===== config.mk =====
export PLATFORM = sky130hd
export DESIGN_NAME = seq_detector_param
export DESIGN_NICKNAME = d
export VERILOG_FILES = /design/src/rtl/seq_detector_param.sv
export SDC_FILE = /design/constraint.sdc
export NUM_CORES = 1
export LEC_CHECK = 0
export BUFFER_PORTS_ARGS = -buffer_cell sky130_fd_sc_hd__buf_2
export CAP_MARGIN = 20
export CELL_PAD_IN_SITES_DETAIL_PLACEMENT = 1
export CELL_PAD_IN_SITES_GLOBAL_PLACEMENT = 1
export CORE_MARGIN = 2
export CORE_UTILIZATION = 42
export DETAILED_ROUTE_END_ITERATION = 7
export PLACE_DENSITY_LB_ADDON = 0.1
export SETUP_SLACK_MARGIN = 0.2
export SYNTH_ARGS = -nofsm -noshare
export SYNTH_HDL_FRONTEND = slang
export SYNTH_SLANG_ARGS = --single-unit

===== constraint.sdc =====
create_clock -name clk -period 7.6 [get_ports clk]
set_clock_uncertainty 0.2 [all_clocks]
set_input_delay 0.76 -clock clk [delete_from_list [all_inputs] [get_ports clk]]
set_output_delay 0.76 -clock clk [all_outputs]
set_load 0.01 [all_outputs]

===== src/rtl/seq_detector_param.sv =====
// Parametrised serial sequence detector with a runtime-loadable pattern, overlap select and a saturating match counter.
// Optional build macro SEQ_DET_MASK_EN adds a per-bit don't-care mask (pat_mask) loaded with the pattern.
module seq_detector_param #(
    parameter int                 PAT_LEN         = 4,
    parameter logic [PAT_LEN-1:0] DEFAULT_PATTERN = 4'b1011,
    parameter int                 CNT_W           = 8
) (
    input  logic               clk,
    input  logic               rst,
    input  logic               in_valid,
    input  logic               in_bit,
    input  logic               pat_load,
    input  logic [PAT_LEN-1:0] pat_in,
`ifdef SEQ_DET_MASK_EN
    input  logic [PAT_LEN-1:0] pat_mask,
`endif
    input  logic               overlap_en,
    input  logic               count_clr,
    output logic               match,
    output logic [CNT_W-1:0]   match_count
);

    localparam int                FILL_W  = $clog2(PAT_LEN + 1);
    localparam logic [FILL_W-1:0] FULL    = FILL_W'(PAT_LEN);
    localparam logic [CNT_W-1:0]  CNT_MAX = '1;

    function automatic logic [CNT_W-1:0] sat_inc(input logic [CNT_W-1:0] c);
        return (c == CNT_MAX) ? c : c + 1'b1;
    endfunction

    // The oldest history bit is shifted out on every consumed bit, so only PAT_LEN-1 bits are kept.
    logic [PAT_LEN-2:0] hist_q, hist_d;
    logic [PAT_LEN-1:0] hist_n;
    logic [PAT_LEN-1:0] pattern_q, pattern_d;
    logic [FILL_W-1:0]  fill_q, fill_d, fill_n;
    logic               match_q, match_d;
    logic [CNT_W-1:0]   count_q, count_d;
    logic               cmp_ok;
    logic               hit;

`ifdef SEQ_DET_MASK_EN
    logic [PAT_LEN-1:0] mask_q, mask_d;
    assign cmp_ok = ((hist_n ^ pattern_q) & mask_q) == '0;
`else
    assign cmp_ok = (hist_n == pattern_q);
`endif

    assign hist_n = {hist_q, in_bit};
    assign fill_n = (fill_q == FULL) ? FULL : fill_q + 1'b1;
    assign hit    = in_valid && !pat_load && (fill_n == FULL) && cmp_ok;

    always_comb begin
        hist_d    = hist_q;
        fill_d    = fill_q;
        pattern_d = pattern_q;
        match_d   = 1'b0;
        count_d   = count_q;
`ifdef SEQ_DET_MASK_EN
        mask_d    = mask_q;
`endif
        if (pat_load) begin
            pattern_d = pat_in;
            hist_d    = '0;
            fill_d    = '0;
`ifdef SEQ_DET_MASK_EN
            mask_d    = pat_mask;
`endif
        end else if (in_valid) begin
            hist_d  = hist_n[PAT_LEN-2:0];
            fill_d  = (hit && !overlap_en) ? '0 : fill_n;
            match_d = hit;
        end
        // Clear beats a simultaneous hit; the pulse itself is still issued.
        if (count_clr) begin
            count_d = '0;
        end else if (hit) begin
            count_d = sat_inc(count_q);
        end
    end

    always_ff @(posedge clk) begin
        if (rst) begin
            hist_q    <= '0;
            fill_q    <= '0;
            pattern_q <= DEFAULT_PATTERN;
            match_q   <= 1'b0;
            count_q   <= '0;
`ifdef SEQ_DET_MASK_EN
            mask_q    <= '1;
`endif
        end else begin
            hist_q    <= hist_d;
            fill_q    <= fill_d;
            pattern_q <= pattern_d;
            match_q   <= match_d;
            count_q   <= count_d;
`ifdef SEQ_DET_MASK_EN
            mask_q    <= mask_d;
`endif
        end
    end

    assign match       = match_q;
    assign match_count = count_q;

endmodule


==> flow_metrics.env, run 1 <==
export IMPL_first_global_vias=744
export IMPL_crit_arrival_ps=2720
export IMPL_min_path_type="register to register"
export IMPL_switchingPower_mw=0.0389
export IMPL_place_hpwl_um=1490
export IMPL_critPathSlowestCell="or4_1"
export IMPL_cp_end_kind="register"
export IMPL_cp_required_ps=7630
export IMPL_fin_crit_sh_pct=35.4
export IMPL_rsz0062_at_grt="no"
export IMPL_post_cts_buffers=0
export IMPL_syn_area_um2=953
export IMPL_cts_made_buffers=3
export IMPL_drt_initial_drc_count=7
export IMPL_grt_start_max_net_pins=12
export IMPL_dp_slack_ps=4930
export IMPL_cts_sinks=19
export IMPL_wirelength_um=1920
export IMPL_ant_nets=0
export IMPL_drt_vias_per_instance=5.24
export IMPL_cp_max_fo=11
export IMPL_worst_pin_slew_ps=375
export IMPL_grt_pass1_wl_um=3210
export IMPL_dr_pass1_iters=4
export IMPL_hold_viol_final=0
export IMPL_antenna_found_initial=0
export IMPL_track_usage_pct=16.4
export IMPL_slew_viol_final=0
export IMPL_clk_latency_ps=300
export IMPL_initial_core_util_pct=43.9
export IMPL_die_x_um=51.6
export IMPL_htree_levels=1
export IMPL_netlist_cell_type_count=33
export IMPL_cts_reportedPaths_clkPinSlew_ps=100
export IMPL_fin_nets=139
export IMPL_path_class="register to register"
export IMPL_ys_warn_count=0
export IMPL_vias=797
export IMPL_wl_per_cell_um=12.6
export IMPL_power_leakage_nw=0.415
export IMPL_io_buffers=19
export IMPL_route_detailed_drc=0
export IMPL_crit_path_start="fill_q[0]"
export IMPL_drive_gt1_share_pct=23.4
export IMPL_synthToLayoutAreaGrowth_pct=13.4
export IMPL_power_frac_comb_pct=8.7
export IMPL_ys_seq_area_share_pct=39.9
export IMPL_r2r_start="fill_q[0]"
export IMPL_gr_total_overflow=0
export IMPL_hold_start="fill_q[1]"
export IMPL_power_frac_seq_pct=61.4
export IMPL_fin_setup_tns_ps=0
export IMPL_yosys_register_bits=19
export IMPL_path_delay_family="simple AND/OR/NAND/NOR gates"
export IMPL_status="complete, no violations"
export IMPL_critPathLaunchType="register"
export IMPL_fillers=276
export IMPL_io_pins=20
export IMPL_cts_buffer_depth=2
export IMPL_power_density_nw_per_um2=155
export IMPL_die_h_um=51.6
export IMPL_ir_drop_uv=105
export IMPL_path_buf_inv=1
export IMPL_ctsHoldBuffers=0
export IMPL_layout_setup_ws_ps=4910
export IMPL_cpPeakStageDelay_ps=460
export IMPL_synthCells=106
export IMPL_cts_repair_resized=0
export IMPL_setup_viol=0
export IMPL_die_area_um2=2670
export IMPL_antennaDiodeCount=0
export IMPL_clock_power_share_pct=29.9
export IMPL_p_int_mw=0.129
export IMPL_num_rows=17
export IMPL_syn_num_nets=120
export IMPL_fmax_mhz=371
export IMPL_path_cells="inv_1, ha_1, or2_4, a2111oi_4, nand3_2, or4_1, a21oi_1"
export IMPL_syn_avg_cell_area_um2=8.99
export IMPL_core_um2=2170
export IMPL_drv_cap=0
export IMPL_relSlewSlack_pct=75.0
export IMPL_swShare_pct=23.2
export IMPL_place_congestion=0.718
export IMPL_period_needed_ps=2690
export IMPL_clock_root_buffer="clkbuf_4"
export IMPL_cts_tree="built"
==> cell usage in the layout, fill, tap and decap left out, drive strengths merged <==
cell type,netlist,layout
o211ai,1,1
nand2,5,5
mux2i,5,5
o21ai,5,5
or3,4,4
a2111oi,1,1
nand3,6,6
a211o,3,3
a21oi,8,8
nand2b,3,3
inv,3,3
and2,1,1
nor3,1,1
o31ai,1,1
or4,1,1
or2,4,4
a211oi,2,2
clkbuf,1,4
nand4,2,2
nor2,10,10
nor2b,5,5
xnor2,1,1
a31oi,1,1
nand3b,1,1
buf,4,19
xor2,5,5
ha,3,3
dfxtp,19,19
==> final timing paths <==
kind / end / slack, ps / depth (start not counted)
hold / removal: fill_q[1] / 300 / 2
hold reg to reg: fill_q[1] / 300 / 2
setup reg to reg: match_count[7] / 4910 / 7
setup / recovery: match_count[7] / 4910 / 7
==> cell type report <==
| cell class | count | area, µm² | area share, % |
|---|---|---|---|
| well taps | 28 | 35.0 | 3.24 |
| inverters | 3 | 11.3 | 1.04 |
| multi-input cells | 79 | 533 | 49.3 |
| flip-flops and latches | 19 | 380 | 35.2 |
| repair buffers | 19 | 95.1 | 8.80 |
| clock buffers | 4 | 26.3 | 2.43 |
==> cell usage after synthesis, drive strengths merged <==
cell	n	share of area (%)
dfxtp	19	40
nor2	10	3.9
a21oi	8	4.2
nand3	6	3.7
mux2i	5	5.2
nand2	5	2.0
nor2b	5	3.3
o21ai	5	2.6
xor2	5	4.6
buf	4	2.6
or2	4	2.9
or3	4	2.6
a211o	3	2.8
ha	3	3.9
inv	3	1.2
nand2b	3	2.0
a211oi	2	2.1
nand4	2	1.3
a2111oi	1	2.9
a31oi	1	0.66
and2	1	0.66
clkbuf	1	0.39
nand3b	1	0.79
nor3	1	0.52
o211ai	1	0.79
o31ai	1	0.79
or4	1	0.79
xnor2	1	0.92
==> worst register-to-register path, delay by kind of cell, from the launching register on <==
kind	cells	cell delay [ps]
buffers and inverters	1	70
AOI/OAI and AO/OA	2	610
and+or+nand+nor	3	1000
adders and majority gates	1	320
DFF	1	430
==> through the flow <==
step | instance area, µm² | std cells | util, % | hold slack [ps] | total power [mW]
floorplan | 953 | 106 | - | 262 | 0.116
global placement | 1050 | 148 | 48.6 | 279 | 0.120
detailed placement | 1050 | 148 | 48.6 | 297 | 0.120
CTS | 1080 | 152 | 49.8 | 311 | 0.171
global route | 1080 | 152 | 49.8 | 351 | 0.177
finish | 1080 | 152 | 49.8 | 302 | 0.168
==> registers in the layout (all words and copies together), names as in the netlist <==
signal,flops
match_count,8
pattern_q,4
fill_q,3
hist_q,3
match,1
==> cell families (layout without fill, tap and decap cells) <==
| logic type | count (synthesis) | count (layout) | synth area share (%) |
|---|---|---|---|
| fa+ha+maj | 3 | 3 | 3.94 |
| buf+inv | 8 | 26 | 4.20 |
| compound gates | 22 | 22 | 16.8 |
| mux | 5 | 5 | 5.25 |
| simple gates | 43 | 43 | 24.4 |
| xor+xnor | 6 | 6 | 5.51 |
| flops | 19 | 19 | 39.9 |
==> power groups by stage <==
stage | registers (mW) | clock network [mW] | logic [mW]
global placement | 0.105 | 0 | 0.0143
floorplan | 0.105 | 0 | 0.0107
detailed placement | 0.105 | 0 | 0.0149
finish | 0.103 | 0.0501 | 0.0146
CTS | 0.103 | 0.0526 | 0.0149
global route | 0.104 | 0.0570 | 0.0164
==> routing by layer <==
layer	vias up	GRT usage, %	share of wire (%)
li1	407	-	-
met1	371	22.6	51
met2	15	23.5	43
met3	4	3.45	3.4
met4	0	9.21	2.1
met5	-	0	0
Power figures use the tool's default switching activity.
==> inputs of run 2 (changes only) <==
Settings changed: ABC_AREA set to 1, CORE_UTILIZATION 42 to 38.
Clock period 7.6 ns to 2.8 ns, I/O delays scaled along.
==> flow_metrics.env, run 2 <==
export IMPL_fin_nets=185
export IMPL_route_detailed_drc=0
export IMPL_final_util_pct=45.8
export IMPL_layout_setup_ws_ps=931
export IMPL_die_area_um2=3230
export IMPL_clk_latency_ps=300
export IMPL_ant_nets=0
export IMPL_path_class="register to register"
export IMPL_grt_start_max_net_pins=12
export IMPL_track_usage_pct=16.7
export IMPL_setup_viol=0
export IMPL_cts_sinks=19
export IMPL_post_synth_top_count_cell="nand2_1"
export IMPL_synthToLayoutAreaGrowth_pct=16.8
export IMPL_power_density_nw_per_um2=384
export IMPL_layout_area_seq_um2=380
export IMPL_fin_setup_tns_ps=0
export IMPL_netlist_cell_type_count=26
export IMPL_multi_input_area_um2=591
export IMPL_cts_reportedPaths_clkPinSlew_ps=120
export IMPL_stdcell_area_um2=1240
export IMPL_cts_buffer_depth=2
export IMPL_grt_pass1_wl_um=4170
export IMPL_antenna_found_initial=0
export IMPL_cts_made_buffers=3
export IMPL_yosys_register_bits=19
export IMPL_first_global_vias=954
export IMPL_synth_top_cell_by_area="dfxtp_1"
export IMPL_cpPeakStageDelay_ps=370
export IMPL_min_path_type="input pin to register"
export IMPL_crit_arrival_ps=1860
export IMPL_io_buffers=19
export IMPL_vias=1002
export IMPL_power_leakage_nw=0.560
export IMPL_cp_required_ps=2790
export IMPL_drt_vias_per_instance=4.99
export IMPL_clock_root_buffer="clkbuf_4"
export IMPL_synthTopCellsByArea="dfxtp_1, nand2_1, inv_1, a21oi_2, nand3_1"
export IMPL_core_um2=2710
export IMPL_mostFrequentLayoutCell="nand2_1"
export IMPL_die_x_um=56.9
export IMPL_ys_warn_count=0
export IMPL_ir_drop_uv=239
export IMPL_critPathLaunchType="register"
export IMPL_cts_tree="built"
export IMPL_slew_viol_final=0
export IMPL_cts_repair_resized=0
export IMPL_hold_viol_final=0
export IMPL_htree_levels=1
export IMPL_largest_register_ffs=8
export IMPL_dp_slack_ps=932
export IMPL_worst_pin_slew_ps=451
export IMPL_dpl_cell_area_um2=1180
export IMPL_rsz0062_at_grt="no"
export IMPL_drv_cap=0
export IMPL_place_hpwl_um=1950
export IMPL_dr_pass1_iters=4
export IMPL_period_needed_ps=1870
export IMPL_path_buf_inv=1
export IMPL_antennaDiodeCount=0
export IMPL_fin_crit_sh_pct=66.8
export IMPL_synth_top_area_share_pct=35.8
export IMPL_place_congestion=0.761
export IMPL_synthCells=147
export IMPL_wl_per_cell_um=12.1
export IMPL_syn_num_nets=161
export IMPL_synth_edf_count=0
export IMPL_syn_area_um2=1060
export IMPL_synth_top_flop_cell="dfxtp_1"
export IMPL_ctsHoldBuffers=3
export IMPL_ys_seq_area_share_pct=35.8
export IMPL_drive_gt1_share_pct=24.7
export IMPL_fillers=358
export IMPL_drt_initial_drc_count=8
export IMPL_final_cell_mix="nand2_1, inv_1, dfxtp_1, buf_2, nand3_1"
export IMPL_cp_max_fo=10
export IMPL_cp_end_kind="register"
export IMPL_async_flop_share_pct=0
export IMPL_num_rows=19
export IMPL_path_delay_family="simple AND/OR/NAND/NOR gates"
export IMPL_fmax_mhz=535
export IMPL_gr_total_overflow=0
export IMPL_io_pins=20
export IMPL_post_cts_buffers=0
export IMPL_syn_avg_cell_area_um2=7.23
export IMPL_die_h_um=56.9
export IMPL_relSlewSlack_pct=69.9
export IMPL_initial_core_util_pct=39.2
export IMPL_status="complete, no violations"
export IMPL_path_cells="inv_2, ha_1, o21ai_2, nand3_2, nor2_4, nand2_4, nand2_1, a21oi_2"
export IMPL_critPathSlowestCell="dfxtp_1"
export IMPL_yosys_top_cells_count="nand2_1, dfxtp_1, inv_1, nand3_1, o21ai_0"
export IMPL_wirelength_um=2430
-- run 2: worst register-to-register path: cells and delay by family (launching register included) --
kind	cells	cell delay, ps
flip-flops	1	370
AND/OR/NAND/NOR	4	590
AO/OA/AOI/OAI	2	220
adder cells (fa/ha/maj)	1	310
buffers and inverters	1	60
-- run 2: layout make-up --
| class | count | share of cell area [%] |
|---|---|---|
| Sequential cell | 19 | 30.6 |
| Multi-Input combinational cell | 104 | 47.6 |
| Tap cell | 31 | 3.13 |
| Clock inverter | 1 | 0.403 |
| Inverter | 21 | 6.35 |
| Clock buffer | 3 | 1.81 |
| Timing Repair Buffer | 22 | 10.1 |
-- run 2: worst paths after layout --
check / startpoint / to / slack (ps) / cells after the start
worst min register to register: pattern_q[1] / pattern_q[1] / 290 / 2
worst max-delay path: fill_q[0] / match_count[0] / 930 / 8
worst max register to register: fill_q[0] / match_count[0] / 930 / 8
worst min-delay path: pat_in[2] / pattern_q[2] / 20 / 3
-- run 2: cells by family after synthesis --
kind of cell,count (synthesis),synth area share (%)
simple gates,70,32.9
compound gates,27,15.9
buf+inv,24,8.60
flops,19,35.8
xor+xnor,4,3.30
fa+ha+maj,3,3.53
-- run 2: through the flow --
step | cells | power, mW | hold WS, ps
3_3_place_gp | 194 | 0.334 | 262
5_1_grt | 201 | 0.502 | 8.34
6_report | 201 | 0.477 | 24.6
2_1_floorplan | 147 | 0.319 | 152
4_1_cts | 201 | 0.484 | 14.9
3_5_place_dp | 194 | 0.336 | 281
-- run 2: layer usage --
layer | vias to the layer above | share of wire [%] | GRT usage (%)
met2 | 12 | 49 | 27.6
met1 | 470 | 47 | 20.6
li1 | 516 | - | -
met3 | 4 | 2.8 | 3.46
met5 | - | 0 | 0
met4 | 0 | 1.5 | 7.97
-- run 2: power by group --
group / internal [mW] / total [mW] / switching (mW) / leakage, nW
logic: 0.0199 / 0.0511 / 0.0312 / 0.388
clock network: 0.0533 / 0.145 / 0.0914 / 0.0177
registers: 0.277 / 0.281 / 0.00407 / 0.155
total: 0.350 / 0.477 / 0.127 / 0.560
==> inputs of run 3 (changes only) <==
Settings changed: CORE_UTILIZATION 38 to 34.
Clock period 2.8 ns to 1.69 ns, I/O delays scaled along.
==> flow_metrics.env, run 3 (synthesis results as in run 2) <==
export IMPL_use_met1_pct=25.2
export IMPL_wl_per_cell_um=13.3
export IMPL_fillers=384
export IMPL_io_buffers=19
export IMPL_gr_total_overflow=0
export IMPL_path_class="register to register"
export IMPL_post_place_cells=203
export IMPL_drv_cap=0
export IMPL_multi_input_area_um2=657
export IMPL_fin_nets=200
export IMPL_place_congestion=0.777
export IMPL_cts_reportedPaths_clkPinSlew_ps=130
export IMPL_hold_viol_final=0
export IMPL_dr_pass1_iters=3
export IMPL_final_cell_mix="nand2_1, buf_2, inv_1, dfxtp_1, nand3_1"
export IMPL_die_area_um2=3590
export IMPL_finalPower_mw=0.840
export IMPL_critPathLaunchType="register"
export IMPL_cts_sinks=19
export IMPL_period_needed_ps=1680
export IMPL_die_h_um=59.9
export IMPL_wirelength_um=2900
export IMPL_swShare_pct=28.4
export IMPL_track_usage_pct=19.0
export IMPL_cts_tree="built"
export IMPL_synthToLayoutAreaGrowth_pct=37.5
export IMPL_mostFrequentLayoutCell="nand2_1"
export IMPL_initial_core_util_pct=35.4
export IMPL_worst_pin_slew_ps=476
export IMPL_power_leakage_nw=0.637
export IMPL_cts_buffer_depth=2
export IMPL_largest_register_ffs=8
export IMPL_io_pins=20
export IMPL_final_cells=218
export IMPL_grt_util_met2_pct=31.4
export IMPL_antenna_found_initial=0
export IMPL_grt_pass1_wl_um=5100
export IMPL_relSlewSlack_pct=68.3
export IMPL_clk_latency_ps=310
export IMPL_fmax_mhz=596
export IMPL_grt_start_max_net_pins=13
export IMPL_route_detailed_drc=0
export IMPL_power_frac_seq_pct=55.6
export IMPL_status="complete, no violations"
export IMPL_cp_max_fo=10
export IMPL_slew_viol_final=0
export IMPL_layout_area_seq_um2=385
export IMPL_num_rows=20
export IMPL_drt_vias_per_instance=4.91
export IMPL_first_global_vias=1132
export IMPL_die_x_um=59.9
export IMPL_antennaDiodeCount=0
export IMPL_vias=1070
export IMPL_clock_power_share_pct=31.0
export IMPL_drive_gt1_share_pct=36.2
export IMPL_htree_levels=1
export IMPL_final_util_pct=48.6
export IMPL_min_path_type="input pin to register"
export IMPL_switchingPower_mw=0.239
export IMPL_place_hpwl_um=2150
export IMPL_cp_required_ps=1690
export IMPL_busiest_layer="met2"
export IMPL_power_frac_comb_pct=13.4
export IMPL_cp_end_kind="register"
export IMPL_drt_initial_drc_count=30
export IMPL_ant_nets=0
export IMPL_rsz0062_at_grt="yes"
export IMPL_fin_crit_sh_pct=99.3
export IMPL_ir_drop_uv=351
export IMPL_crit_arrival_ps=1680
export IMPL_core_um2=3000
export IMPL_p_int_mw=0.602
export IMPL_setup_viol=0
export IMPL_power_density_nw_per_um2=576
export IMPL_cts_made_buffers=3
export IMPL_clock_root_buffer="clkbuf_4"
export IMPL_grt_use_met3_pct=1.95
==> run 3: cell types whose count changed in the layout (fill, tap and decap cells not counted), moves of 4 or more <==
cell,before,now
dfxtp_2,0,4
dlygate4sd3_1,3,10
buf_4,0,7
nand2_2,1,10
dfxtp_1,19,15
nand2_1,36,27
==> run 3: critical path, cell delays in order, from the launching register on <==
cell     delay [ps]
dfxtp_2         360
inv_2            50
ha_4            240
o21ai_4         130
nand3_2         100
nor2_4          130
buf_12          140
nand2_8          80
nand2_2          80
a21oi_2          50
==> run 3: routing by layer <==
metal	routed length, µm	up-vias	share of wire (%)
li1	-	552	-
met2	1360	15	47
met4	45	0	1.6
met5	0	-	0
met3	63	5	2.2
met1	1430	498	49
==> run 3: what timing repair did <==
item,in CTS,in global routing
buffers inserted,1,0
setup endpoints to repair,9,10
gates resized for setup,3,1
endpoints found under the hold margin,8,0
hold buffers,10,0
pin swaps,2,0
==> run 3: cell type report <==
class	instances	share of cell area, %
Clock buffer	3	1.54
Clock inverter	1	0.514
Multi-Input combinational cell	104	45.0
Timing Repair Buffer	37	18.3
Inverter	21	5.40
Sequential cell	19	26.4
Tap cell	33	2.83
==> run 3: through the flow <==
stage	setup TNS, ps	hold slack, ps	setup slack (ps)	area (µm²)
after global placement	0	176	18.9	1290
after global routing	-871	19.0	-127	1460
after CTS	-33.2	11.7	-14.9	1460
after floorplan	0	41.4	112	1110
after detailed placement	-456	186	-65.8	1290
final	0	30.4	12.0	1460
==> run 3: power groups by stage <==
stage | logic, mW | registers (mW) | clock network [mW]
CTS | 0.112 | 0.467 | 0.274
global route | 0.127 | 0.469 | 0.290
detailed placement | 0.0896 | 0.476 | 0
floorplan | 0.0569 | 0.474 | 0
global placement | 0.0850 | 0.476 | 0
finish | 0.113 | 0.467 | 0.261
==> run 3: worst paths after layout <==
path	start	endpoint	slack [ps]	depth (start not counted)
worst min-delay path	pat_load	match	30	6
worst max register to register	fill_q[1]	match_count[5]	10	9
worst min register to register	hist_q[0]	hist_q[1]	300	2
worst max-delay path	fill_q[1]	match_count[5]	10	9
